$ cat config.mk
export PLATFORM = sky130hd
export DESIGN_NAME = countdown_timer
export DESIGN_NICKNAME = d
export VERILOG_FILES = /design/src/rtl/countdown_timer.sv
export SDC_FILE = /design/constraint.sdc
export NUM_CORES = 1
export LEC_CHECK = 0
export BUFFER_PORTS_ARGS = -buffer_cell sky130_fd_sc_hd__buf_2
export CAP_MARGIN = 5
export CELL_PAD_IN_SITES_DETAIL_PLACEMENT = 1
export CELL_PAD_IN_SITES_GLOBAL_PLACEMENT = 1
export CORE_MARGIN = 4
export CORE_UTILIZATION = 35
export DETAILED_ROUTE_END_ITERATION = 8
export PLACE_DENSITY_LB_ADDON = 0.1
export SLEW_MARGIN = 20
export SYNTH_ARGS = -nofsm -noshare
export SYNTH_HDL_FRONTEND = slang
export SYNTH_SLANG_ARGS = --single-unit
$ cat constraint.sdc
create_clock -name clk -period 4 [get_ports clk]
set_input_delay 0.2 -clock clk [delete_from_list [all_inputs] [get_ports clk]]
set_output_delay 0.2 -clock clk [all_outputs]
set_load 0.02 [all_outputs]
$ cat src/rtl/countdown_timer.sv
// mm:ss countdown timer driven by a 1 Hz strobe and debounced button pulses.
// Counts down from a user-set time to 00:00, then holds an alarm for ALARM_SECS ticks.
module countdown_timer #(
    parameter int ALARM_SECS = 10
) (
    input  logic       clk,
    input  logic       rst,
    input  logic       en1hz,
    input  logic       start_stop,
    input  logic       clr,
    input  logic       minup,
    input  logic       secup,
    output logic [2:0] min_tens,
    output logic [3:0] min_ones,
    output logic [2:0] sec_tens,
    output logic [3:0] sec_ones,
    output logic       running,
    output logic       alarm,
    output logic       done
);

    localparam logic [5:0] LP_ALARM_SECS = 6'(ALARM_SECS);

    typedef enum logic [1:0] {
        ST_SET   = 2'd0,
        ST_RUN   = 2'd1,
        ST_PAUSE = 2'd2,
        ST_ALARM = 2'd3
    } state_t;

    typedef struct packed {
        logic [2:0] mt;
        logic [3:0] mo;
        logic [2:0] st;
        logic [3:0] so;
    } mmss_t;

    state_t     r_state;
    state_t     w_state_nxt;
    mmss_t      r_time;
    mmss_t      w_time_nxt;
    logic [5:0] r_tick;
    logic [5:0] w_tick_nxt;
    logic       r_running;
    logic       r_alarm;
    logic       r_done;
    logic       w_running_nxt;
    logic       w_alarm_nxt;
    logic       w_done_nxt;
    logic       w_zero;
    logic       w_one;

    // Two-digit BCD increment over 00..59, wrapping to 00 with no carry out.
    function automatic logic [6:0] bcd60_inc(input logic [6:0] v);
        logic [2:0] t;
        logic [3:0] o;
        t = v[6:4];
        o = v[3:0];
        if (o < 4'd9)
            return {t, o + 4'd1};
        else if (t < 3'd5)
            return {t + 3'd1, 4'd0};
        else
            return 7'd0;
    endfunction

    // Full mm:ss BCD decrement with ripple borrow; never called at 00:00.
    function automatic mmss_t mmss_dec(input mmss_t v);
        mmss_t d;
        d = v;
        if (v.so != 4'd0) begin
            d.so = v.so - 4'd1;
        end else begin
            d.so = 4'd9;
            if (v.st != 3'd0) begin
                d.st = v.st - 3'd1;
            end else begin
                d.st = 3'd5;
                if (v.mo != 4'd0) begin
                    d.mo = v.mo - 4'd1;
                end else begin
                    d.mo = 4'd9;
                    d.mt = (v.mt != 3'd0) ? v.mt - 3'd1 : 3'd0;
                end
            end
        end
        return d;
    endfunction

    assign w_zero = (r_time == mmss_t'(14'd0));
    assign w_one  = (r_time == mmss_t'(14'd1));

    always_ff @(posedge clk) begin
        if (rst) begin
            r_state   <= ST_SET;
            r_time    <= mmss_t'(14'd0);
            r_tick    <= 6'd0;
            r_running <= 1'b0;
            r_alarm   <= 1'b0;
            r_done    <= 1'b0;
        end else begin
            r_state   <= w_state_nxt;
            r_time    <= w_time_nxt;
            r_tick    <= w_tick_nxt;
            r_running <= w_running_nxt;
            r_alarm   <= w_alarm_nxt;
            r_done    <= w_done_nxt;
        end
    end

    // Each state tests inputs in priority order clr > start_stop > minup/secup > en1hz.
    always_comb begin
        w_state_nxt = r_state;
        w_time_nxt  = r_time;
        w_tick_nxt  = r_tick;
        case (r_state)
            ST_SET: begin
                if (clr) begin
                    w_time_nxt = mmss_t'(14'd0);
                end else if (start_stop) begin
                    if (!w_zero)
                        w_state_nxt = ST_RUN;
                end else begin
                    if (minup)
                        {w_time_nxt.mt, w_time_nxt.mo} = bcd60_inc({r_time.mt, r_time.mo});
                    if (secup)
                        {w_time_nxt.st, w_time_nxt.so} = bcd60_inc({r_time.st, r_time.so});
                end
            end
            ST_RUN: begin
                if (clr) begin
                    w_state_nxt = ST_SET;
                    w_time_nxt  = mmss_t'(14'd0);
                end else if (start_stop) begin
                    w_state_nxt = ST_PAUSE;
                end else if (en1hz) begin
                    w_time_nxt = mmss_dec(r_time);
                    if (w_one) begin
                        w_state_nxt = ST_ALARM;
                        w_tick_nxt  = 6'd0;
                    end
                end
            end
            ST_PAUSE: begin
                if (clr) begin
                    w_state_nxt = ST_SET;
                    w_time_nxt  = mmss_t'(14'd0);
                end else if (start_stop) begin
                    w_state_nxt = ST_RUN;
                end
            end
            ST_ALARM: begin
                w_time_nxt = mmss_t'(14'd0);
                if (clr || start_stop) begin
                    w_state_nxt = ST_SET;
                    w_tick_nxt  = 6'd0;
                end else if (en1hz) begin
                    if (r_tick + 6'd1 >= LP_ALARM_SECS) begin
                        w_state_nxt = ST_SET;
                        w_tick_nxt  = 6'd0;
                    end else begin
                        w_tick_nxt = r_tick + 6'd1;
                    end
                end
            end
            default: begin
                w_state_nxt = ST_SET;
                w_time_nxt  = mmss_t'(14'd0);
                w_tick_nxt  = 6'd0;
            end
        endcase
    end

    // Status flags are decoded from the next state so they register alongside it.
    always_comb begin
        w_running_nxt = (w_state_nxt == ST_RUN);
        w_alarm_nxt   = (w_state_nxt == ST_ALARM);
        w_done_nxt    = (w_state_nxt == ST_ALARM) && (r_state != ST_ALARM);
    end

    assign min_tens = r_time.mt;
    assign min_ones = r_time.mo;
    assign sec_tens = r_time.st;
    assign sec_ones = r_time.so;
    assign running  = r_running;
    assign alarm    = r_alarm;
    assign done     = r_done;

endmodule

Yosys cells after proc, flatten, opt, wreduce, memory -nomap -nowiden
Index checks and enable logic that the tools add are counted.

Logic and storage cells: 101. Output and inout bits: 17. Register bits: 25.

Mux-type cells: 41. $lt $le $gt $ge: 5. $add $sub $neg: 9. Eq/ne operators: 23. Reduce and logical (&&, ||, !) cells: 14.

Operators by type and width (number): 14-bit two-way mux (6); 14-bit one-hot mux with 4 select lines (1); 7-bit two-way mux (7); 6-bit two-way mux (7); 3-bit inequality test (second input constant) (11); 2-bit two-way mux (12); 14-bit by 1-bit equality test with 1-bit output (second input constant) (1); 14-bit zero test (1); 7-bit AND reduction (2); 2-bit inequality test (second input constant) (6); 6-bit one-hot mux with 2 select lines (1); 10-bit two-way mux (1); 3-bit two-way mux (3); 9-bit AND reduction (1); 4-bit by 1-bit adder with 4-bit output (second input constant) (2); 4-bit less-than comparator (second input constant) (2); 4-bit two-way mux (2); 2-bit one-hot mux with 4 select lines (1); 4-bit nonzero test (2); 4-bit by 1-bit subtractor with 4-bit output (second input constant) (2); 3-bit by 1-bit adder with 3-bit output (second input constant) (2); 6-bit by 1-bit adder with 6-bit output (second input constant) (1); 2-bit equality test (second input constant) (3); 6-bit by 4-bit greater-or-equal comparator with 1-bit output (second input constant) (1); other kinds (10) (14).

Logic depth before layout (Yosys ltp)
Gate-level depths: netlist of the first run.

Depth after elaboration: 9. Gate-level depth with buffers: 7. Depth with buffers taken out: 7.

Worst setup path after synthesis of the first run
Ideal clock, no wire load.

Kind: register to register. Start point: reg r_time (netlist bit sec_ones[0]). End point: reg r_time (netlist bit min_tens[2]). Period minus slack after synthesis: 1.878 ns. Data required time: 3.867 ns. Setup slack: 2.122 ns. Path buffers: 0. Cell stages (with the launch flop): 8. Data arrival time: 1.745 ns. Setup time: 0.133 ns. Cells stage by stage: dfxtp_1 inv_1 ha_1 nor3b_4 a21oi_2 a31o_4 o311ai_1 o41ai_1.

Word-level cells in the longest chain between the ends: 3.

Ends and longest elaborated chain: start: declaration (RTL line 40) `mmss_t r_time;`; start signal: assignment (RTL line 96) `r_time <= mmss_t'(14'd0);`; start signal: assignment (RTL line 103) `r_time <= w_time_nxt;`; 4-bit nonzero test (RTL line 71) `if (v.so != 4'd0) begin`; 3-bit inequality test (no source line); 9-bit AND reduction (no source line).

Every way passes these cells. A chain may end at the register's enable or synchronous reset.

Final worst setup path of the first run
Start point: reg r_state[1]. End point: reg r_time (netlist bit min_tens[2]).

Word-level cells in the longest chain between the ends: 3. Elaborated cells on any way between the ends: 15. Classes of those cells: eq/ne: 12; mux: 1; reduce/logical: 2.

Ends and longest elaborated chain: start: declaration (RTL line 38) `state_t r_state;`; start signal: assignment (RTL line 102) `r_state <= w_state_nxt;`; 2-bit by 1-bit equality test with 1-bit output (tied with other cells) (RTL line 116) `case (r_state)`; 3-bit inequality test (no source line) / 2-bit inequality test (equally long branches); 9-bit AND reduction (no source line).

Parallel ways exist; a longest one is shown, timed or not.

==> run metrics, run 1 <==
antenna violations before repair=0; hold slack=0.352 ns; CTS H-tree depth=1; Initial Util=0.365; synth-to-layout area growth=9.53%; DRT Wirelength=4.90 mm; GRT Resource Usage Total=0.163; core area=5140 um2; Worst EP required=4.15 ns; Period minus WS final=2.11 ns; final setup fails=0; Worst Path Arrival=2.26 ns; first-pass GRT wire length=8.55 mm; Ys Warns=0; DRC viols=0; GRT overflow=0; syn_nets=249; setup TNS=0 ns; max-cap violation count=0; Die Area=6600 um2; Post-synth EDFFs=0; hold violation total from the final report=0; worst relative slew slack=0.518; antenna fix cells=0; layout cell share with drive strength beyond 1=0.176; post-DR wirelength/cell=15.6 um; flops & latches, synth=25; Async S/R FF share, synth=0; Worst VDD drop=0.148 mV; fin. max-slew vios=0; number of global-route vias before repair=1746; CTS Hold Bufs=0; post_cts resized=0; fin nets=267; Setup Crit Path Kind=flop to flop; Post-Syn Area=1880 um2; commonest non-fill, non-tap cells in the layout=25 x dfxtp_1, 23 x inv_1, 23 x buf_2, 18 x a21oi_1, 15 x ha_1; crit share post-route=0.526; Post-DP HPWL=3.72 mm; Static Leak=0.841 nW; Mapped Cells=227; Final Wtd Congestion=0.757; most common cell after layout, fill and taps aside=dfxtp_1; die width=81.2 um; pin slew with the least headroom to its limit=0.721 ns; worst skew pair latency=0.27 ns; clock buffer count from CTS=3; RSZ-0062 raised after global routing=false; Die H=81.2 um; Clock Sinks=25; IO buf count=23; clk slew on worst S/H paths=0.09 ns; Core Rows=26; f_max=475 MHz; Iteration-0 DRC Markers=132; CP Capture Type=flop; Primary FF master, synth=dfxtp_1; via count=1695; via density per instance=5.40; largest net degree at the start of global routing=21; crit path launch type=flop; Hold Path Class=input port to flop; io pins=24; post-route ant nets=0; Crit Path Max Fanout=15; clock skew=0.00413 ns; post-synthesis sequential area ratio=0.267; drt pass-1 iters=3; CTS tree=yes; status=finished, final reports clean; Power Density=273 nW/um2; Distinct cells, synth=58; Syn Area/Cell=8.27 um2; CTS Buffer Depth=2; Clk Tree Root Cell=clkbuf_8; Setup Buffers After CTS=0
-- power by group --
| group | internal [mW] | switching (mW) | total [mW] |
|---|---|---|---|
| Sequential | 0.257 | 0.0140 | 0.271 |
| Combinational | 0.0497 | 0.0863 | 0.136 |
| Clock | 0.0697 | 0.0847 | 0.154 |
| Total | 0.377 | 0.185 | 0.562 |
-- routing by layer --
metal	GRT usage	wire [um]	vias up
met2	0.257	2250	13
met3	0.0177	97	2
li1	-	-	874
met1	0.237	2520	806
met4	0.0355	30	0
met5	0	0	-
-- path summary, 6_finish.rpt --
path,startpoint,slack [ns],cells past startpoint,end
worst min-delay path,rst,0.35,2,r_state[0]
worst min register to register,r_tick[4],0.51,1,r_tick[4]
worst max-delay path,r_state[1],1.89,5,min_tens[2]
worst max register to register,r_state[1],1.89,5,min_tens[2]
-- registers in the layout (all words and copies together) (netlist names) --
name and cells:
alarm 1, done 1, min_ones 4, min_tens 3
r_state 2, r_tick 6, running 1, sec_ones 4
sec_tens 3
-- final cells by class --
type | instances | area (um2)
clock buffers | 3 | 41.3
clock inverters | 1 | 5.00
fillers | 660 | 3080
inverters | 23 | 86.3
multi-input cells | 169 | 1220
flip-flops and latches | 25 | 500
well taps | 70 | 87.6
repair buffers | 23 | 115
-- synth_stat cells (all sizes together) (7+ instances only) --
library cell  count  area, um2
dfxtp            25        500
inv              23       86.3
a21oi            22        125
ha               15        188
nor2             14       60.1
o21ai            13       65.1
nor3             11       65.1
buf               7       58.8
nand2             7       26.3
nand2b            7       43.8
nand4             7       43.8
-- stage by stage --
step	setup slack [ns]	instance area [um2]	std cells	utilization	total power, mW
2_1_floorplan	2.12	1880	227	-	0.378
3_3_place_gp	1.96	2010	310	0.391	0.413
3_5_place_dp	1.91	2010	310	0.391	0.414
4_1_cts	1.89	2060	314	0.400	0.571
5_1_grt	1.68	2060	314	0.400	0.601
6_report	1.89	2060	314	0.400	0.562
-- logic make-up (layout without fill, tap and decap cells) --
family,Yosys count,count (layout),share of synthesized area
AND/OR/NAND/NOR,71,71,0.227
adder cells (fa/ha/maj),15,15,0.100
multiplexers,3,3,0.0160
XOR/XNOR,2,2,0.00934
AO/OA/AOI/OAI,78,78,0.298
buffers and inverters,33,50,0.0833
flip-flops,25,25,0.267
-- worst max-delay path, stage by stage, from the launching register on --
cell      delay (ns)
dfxtp_1         0.55
or3b_1          0.59
a21oi_2         0.10
or2_2           0.36
o311ai_1        0.28
o41ai_1         0.11
(Power assumes the default switching activity.)
==> run 2: changes to the inputs <==
- clock period: 4 -> 2.11 ns (I/O delays scaled with it)
==> run 2 against run 1 <==
  * Clock skew grew 0.0057 ns
  * Wire length grew 3.7%
  * Count of clock-buffer cells in the layout is the same
  * First-iteration DRC count shrank 35%
==> run metrics, run 2 (same netlist as run 1, synthesis figures left out) <==
Die H=81.2 um (unchanged); synth-to-layout area growth=15.3%; GRT busiest layer=met2; Power Density=513 nW/um2 (+88%); Static Leak=0.901 nW (+7.1%); Die Area=6600 um2 (unchanged); antenna fix cells=0 (unchanged); post-route ant nets=0 (unchanged); pin slew with the least headroom to its limit=0.515 ns (-0.206 ns); Final Wtd Congestion=0.778 (+2.8%); Clock Sinks=25 (unchanged); GRT overflow=0 (unchanged); post-DR wirelength/cell=15.6 um (-0.10%); core area=5140 um2 (unchanged); worst relative slew slack=0.655 (+0.137); DRC viols=0 (unchanged); Initial Util=0.365 (unchanged); first-pass GRT wire length=8.52 mm (-0.33%); IO buf count=23 (unchanged); Top reg by flops=r_tick; RSZ-0062 raised after global routing=false; met3 usage=0.0177 (unchanged); DRT Wirelength=5.08 mm (+3.7%); Period minus WS final=1.96 ns (-0.147 ns); GRT Resource Usage Total=0.164 (+0.00135); max-cap violation count=0 (unchanged); fin nets=279 (+4.5%); clk slew on worst S/H paths=0.11 ns (+0.02 ns); CTS Buffer Depth=2 (unchanged); Clk Tree Root Cell=clkbuf_8; placed insts=322 (+3.9%); clock buffer count from CTS=3 (unchanged); M1 GR Usage=0.237 (+0.000509); Hold Path Class=input port to flop; io pins=24 (unchanged); hold violation total from the final report=0 (unchanged); CTS H-tree depth=1 (unchanged); number of global-route vias before repair=1701 (-2.6%); die width=81.2 um (unchanged); final setup fails=0 (unchanged); Post-DP HPWL=3.87 mm (+4.0%); commonest non-fill, non-tap cells in the layout=24 x dfxtp_1, 23 x inv_1, 23 x buf_2, 18 x a21oi_1, 15 x ha_1; via density per instance=5.44 (+0.69%); status=finished, final reports clean; Worst VDD drop=0.260 mV (+76%); fin. max-slew vios=0 (unchanged); most common cell after layout, fill and taps aside=dfxtp_1; CP Capture Type=flop; clock skew=0.00979 ns (+0.00567 ns); layout cell share with drive strength beyond 1=0.223 (+0.0464); drt pass-1 iters=4 (+1); Iteration-0 DRC Markers=86 (-35%); GR Util met2=0.261 (+0.00411); Worst Path Arrival=2.12 ns (-0.14 ns); FILL cells=674 (+2.1%); CTS tree=yes; largest net degree at the start of global routing=21 (unchanged); Core Rows=26 (unchanged); worst skew pair latency=0.28 ns (about the same); antenna violations before repair=0 (unchanged); via count=1772 (+4.5%); f_max=511 MHz (+7.5%); Worst EP required=2.27 ns (-1.88 ns); Setup Crit Path Kind=flop to flop; crit path launch type=flop; crit share post-route=0.928 (+0.402); setup TNS=0 ns (unchanged); Largest register FFs=6 (unchanged); Crit Path Max Fanout=6 (-9); non-filler instance count after layout=326 (+3.8%)
[run 2: timing repair]
item	CTS	global route
hold buffers	0	0
endpoints found under the setup margin	0	6
buffers inserted	0	0
resized for setup	0	3
[run 2: where the power goes]
part | switching [mW] | internal (mW) | total [mW] | leakage, nW
registers | 0.0177 | 0.488 | 0.506 | 0.203
logic | 0.181 | 0.112 | 0.293 | 0.676
clock network | 0.177 | 0.134 | 0.311 | 0.0217
total | 0.375 | 0.735 | 1.11 | 0.901
[run 2: final cells by class]
cell class	count	area (um2)	area share
clock buffers	3	41.3	0.0191
well taps	70	87.6	0.0405
clock inverters	1	7.51	0.00347
repair buffers	35	205	0.0948
multi-input cells	169	1230	0.571
flip-flops and latches	25	502	0.232
inverters	23	86.3	0.0399
[run 2: worst max-delay path, stage by stage (launching register included)]
cell and delay (ns):
dfxtp_1 0.43, inv_1 0.11, ha_1 0.26, nand2b_1 0.14, a21oi_1 0.14, a31o_2 0.31, o311ai_1 0.33, o41ai_2 0.12
[run 2: path summary, 6_finish.rpt]
| path | cells past startpoint | slack (ns) | from | to |
|---|---|---|---|---|
| setup reg to reg | 7 | 0.15 | sec_ones[1] | sec_tens[2] |
| setup / recovery | 7 | 0.15 | sec_ones[1] | sec_tens[2] |
| hold / removal | 2 | 0.24 | rst | sec_ones[0] |
| hold reg to reg | 1 | 0.50 | r_tick[4] | r_tick[4] |
[run 2: per-stage QoR]
step	cell area (um2)	hold WS [ns]	total power [mW]	worst slack, ns	utilization
6_report	2160	0.242	1.11	0.152	0.421
5_1_grt	2160	0.275	1.17	0.0170	0.421
4_1_cts	2150	0.242	1.12	0.0914	0.418
3_3_place_gp	2100	0.480	0.804	0.129	0.408
3_5_place_dp	2100	0.485	0.805	0.118	0.408
2_1_floorplan	1880	0.337	0.717	0.232	-
[run 2: layer usage]
metal	wire length [um]	share of wire	vias up
met1	2650	0.52	856
met3	97	0.019	2
met5	0	0	-
met2	2310	0.45	15
li1	-	-	899
met4	27	0.0053	0
==> run 3: changes to the inputs <==
- ABC_AREA: unset -> 1
==> run 3 against run 2 <==
  * Register-to-register slack improved by 0.13 ns
  * Hold slack worse by 0.11 ns
  * Via count fell by 2.9%
  * Combinational power is 33% higher
  * Global-route usage shrank 0.71 points
  * Sequential share of layout area up 2.1 points
  * Critical path type unchanged
  * Critical endpoint is now min_tens[2]
==> run metrics, run 3 <==
hold violation total from the final report=0 (unchanged); RSZ-0062 raised after global routing=false; CTS H-tree depth=1 (unchanged); max-cap violation count=0 (unchanged); Die H=78.6 um (-3.2%); met2 wire length=2.17 mm (-6.1%); Max Used Layer=met4; Clk Tree Root Cell=clkbuf_8; Largest register FFs=6 (unchanged); post_cts resized=0 (unchanged); status=finished, final reports clean; Top reg by flops=r_tick; Post-synth top cells=49 x nand2_1, 37 x inv_1, 26 x nor2_1; IO buf count=23 (unchanged); final setup fails=0 (unchanged); top-count cell post-synth=nand2_1; most common cell after layout, fill and taps aside=nand2_1; Die Area=6180 um2 (-6.4%); post-DR wirelength/cell=12.9 um (-17%); routed length on met3=92 um (-5.2%); f_max=546 MHz (+6.9%); antenna violations before repair=0 (unchanged); GRT Resource Usage Total=0.157 (-0.00705); via density per instance=4.89 (-10%); CTS Hold Bufs=0 (unchanged); layout cell share with drive strength beyond 1=0.158 (-0.0648); largest net degree at the start of global routing=19 (-9.5%); synth-to-layout area growth=13.7%; Crit Path Max Fanout=6 (unchanged); Async S/R FF share, synth=0 (unchanged); synth top area cells=dfxtp_1 29%, ha_1 11%, nand2_1 11%; Post-Syn Area=1740 um2 (-7.1%); number of global-route vias before repair=1765 (+3.8%); fin. max-slew vios=0 (unchanged); commonest non-fill, non-tap cells in the layout=49 x nand2_1, 37 x inv_1, 26 x nor2_1, 25 x dfxtp_1, 23 x buf_2; Core Rows=25 (-3.8%); DRT Wirelength=4.54 mm (-11%); fin nets=308 (+10%); clk slew on worst S/H paths=0.09 ns (-0.02 ns); clock skew=0.00508 ns (-0.00471 ns); syn_nets=281 (+13%); worst skew pair latency=0.27 ns (about the same); post-route ant nets=0 (unchanged); Setup Buffers After CTS=0 (unchanged); GRT overflow=0 (unchanged); crit share post-route=0.868 (-0.0600); cell taking the most area after synthesis=dfxtp_1; Hold Path Class=input port to flop; CP Capture Type=flop; Initial Util=0.364 (-0.000697); worst relative slew slack=0.626 (-0.0289); Worst Path Arrival=2.00 ns (-0.12 ns); Ys Warns=0 (unchanged); DRC viols=0 (unchanged); first-pass GRT wire length=7.96 mm (-6.6%); Period minus WS final=1.83 ns (-0.127 ns); Post-DP HPWL=3.59 mm (-7.2%); Iteration-0 DRC Markers=63 (-27%); antenna fix cells=0 (unchanged); die width=78.6 um (-3.2%); Primary FF master, synth=dfxtp_1; share of the core filled with cells=0.414 (-0.00675); post-synth top area share=0.287 (+0.0203); post-synthesis sequential area ratio=0.287 (+0.0203); crit path launch type=flop; Power Density=615 nW/um2 (+20%); Mapped Cells=259 (+14%); Final Wtd Congestion=0.788 (+1.3%); setup TNS=0 ns (unchanged); CTS Buffer Depth=2 (unchanged); CTS tree=yes; Clock Sinks=25 (unchanged); Static Leak=0.933 nW (+3.6%); Worst EP required=2.28 ns (about the same); Distinct cells, synth=32 (-45%); core area=4790 um2 (-6.9%); FILL cells=644 (-4.5%); flops & latches, synth=25 (unchanged); Setup Crit Path Kind=flop to flop; clock buffer count from CTS=3 (unchanged); Post-synth EDFFs=0 (unchanged); Worst VDD drop=0.383 mV (+47%); pin slew with the least headroom to its limit=0.560 ns (+0.0452 ns); io pins=24 (unchanged); met1 WL=2.25 mm (-15%); via count=1720 (-2.9%); Syn Area/Cell=6.73 um2 (-19%); drt pass-1 iters=4 (unchanged)
run 3: final timing paths:
path | start | endpoint | slack (ns) | depth (start not counted)
setup / recovery | min_ones[0] | min_tens[2] | 0.28 | 9
hold / removal | rst | min_tens[0] | 0.13 | 2
setup reg to reg | min_ones[0] | min_tens[2] | 0.28 | 9
hold reg to reg | r_tick[5] | r_tick[5] | 0.47 | 2
run 3: worst max-delay path, stage by stage (launching register included):
cell	delay, ns
dfxtp_1	0.41
inv_1	0.16
ha_1	0.27
a21oi_1	0.26
or2_2	0.18
nand2_1	0.06
nor2_2	0.14
inv_2	0.07
o21ai_1	0.12
a21oi_1	0.05
run 3: metrics by stage:
step                      cell area [um2]  total power, mW  worst slack, ns  std cells  hold WS [ns]
after CTS                            1980             1.24            0.249        352         0.123
after global routing                 1980             1.31           0.0412        352         0.127
after floorplan                      1740            0.830            0.401        259         0.168
after detailed placement             1940            0.945            0.268        348         0.417
after global placement               1940            0.940            0.291        348         0.413
final                                1980             1.22            0.279        352         0.130
run 3: kinds of logic after synthesis:
family                   synth area share
adder cells (fa/ha/maj)             0.108
flip-flops                          0.287
AO/OA/AOI/OAI                       0.184
XOR/XNOR                           0.0301
AND/OR/NAND/NOR                     0.297
buffers and inverters              0.0947
run 3: area by class of cell:
class,count,area [um2],area share
Tap cell,67,83.8,0.0423
Multi-Input combinational cell,191,1080,0.544
Clock buffer,4,45.0,0.0227
Sequential cell,25,500,0.252
Timing Repair Buffer,23,115,0.0580
Inverter,42,160,0.0808
run 3: where the power goes:
| group | switching (mW) | internal (mW) | leakage, nW |
|---|---|---|---|
| combinational | 0.256 | 0.134 | 0.706 |
| clock | 0.154 | 0.135 | 0.0228 |
| sequential | 0.0377 | 0.504 | 0.204 |
| total | 0.447 | 0.773 | 0.933 |
run 3: routing by layer:
metal / GRT usage / up-vias
met5: 0 / -
met4: 0.0210 / 0
met3: 0.0287 / 2
met2: 0.277 / 15
met1: 0.203 / 800
li1: - / 903
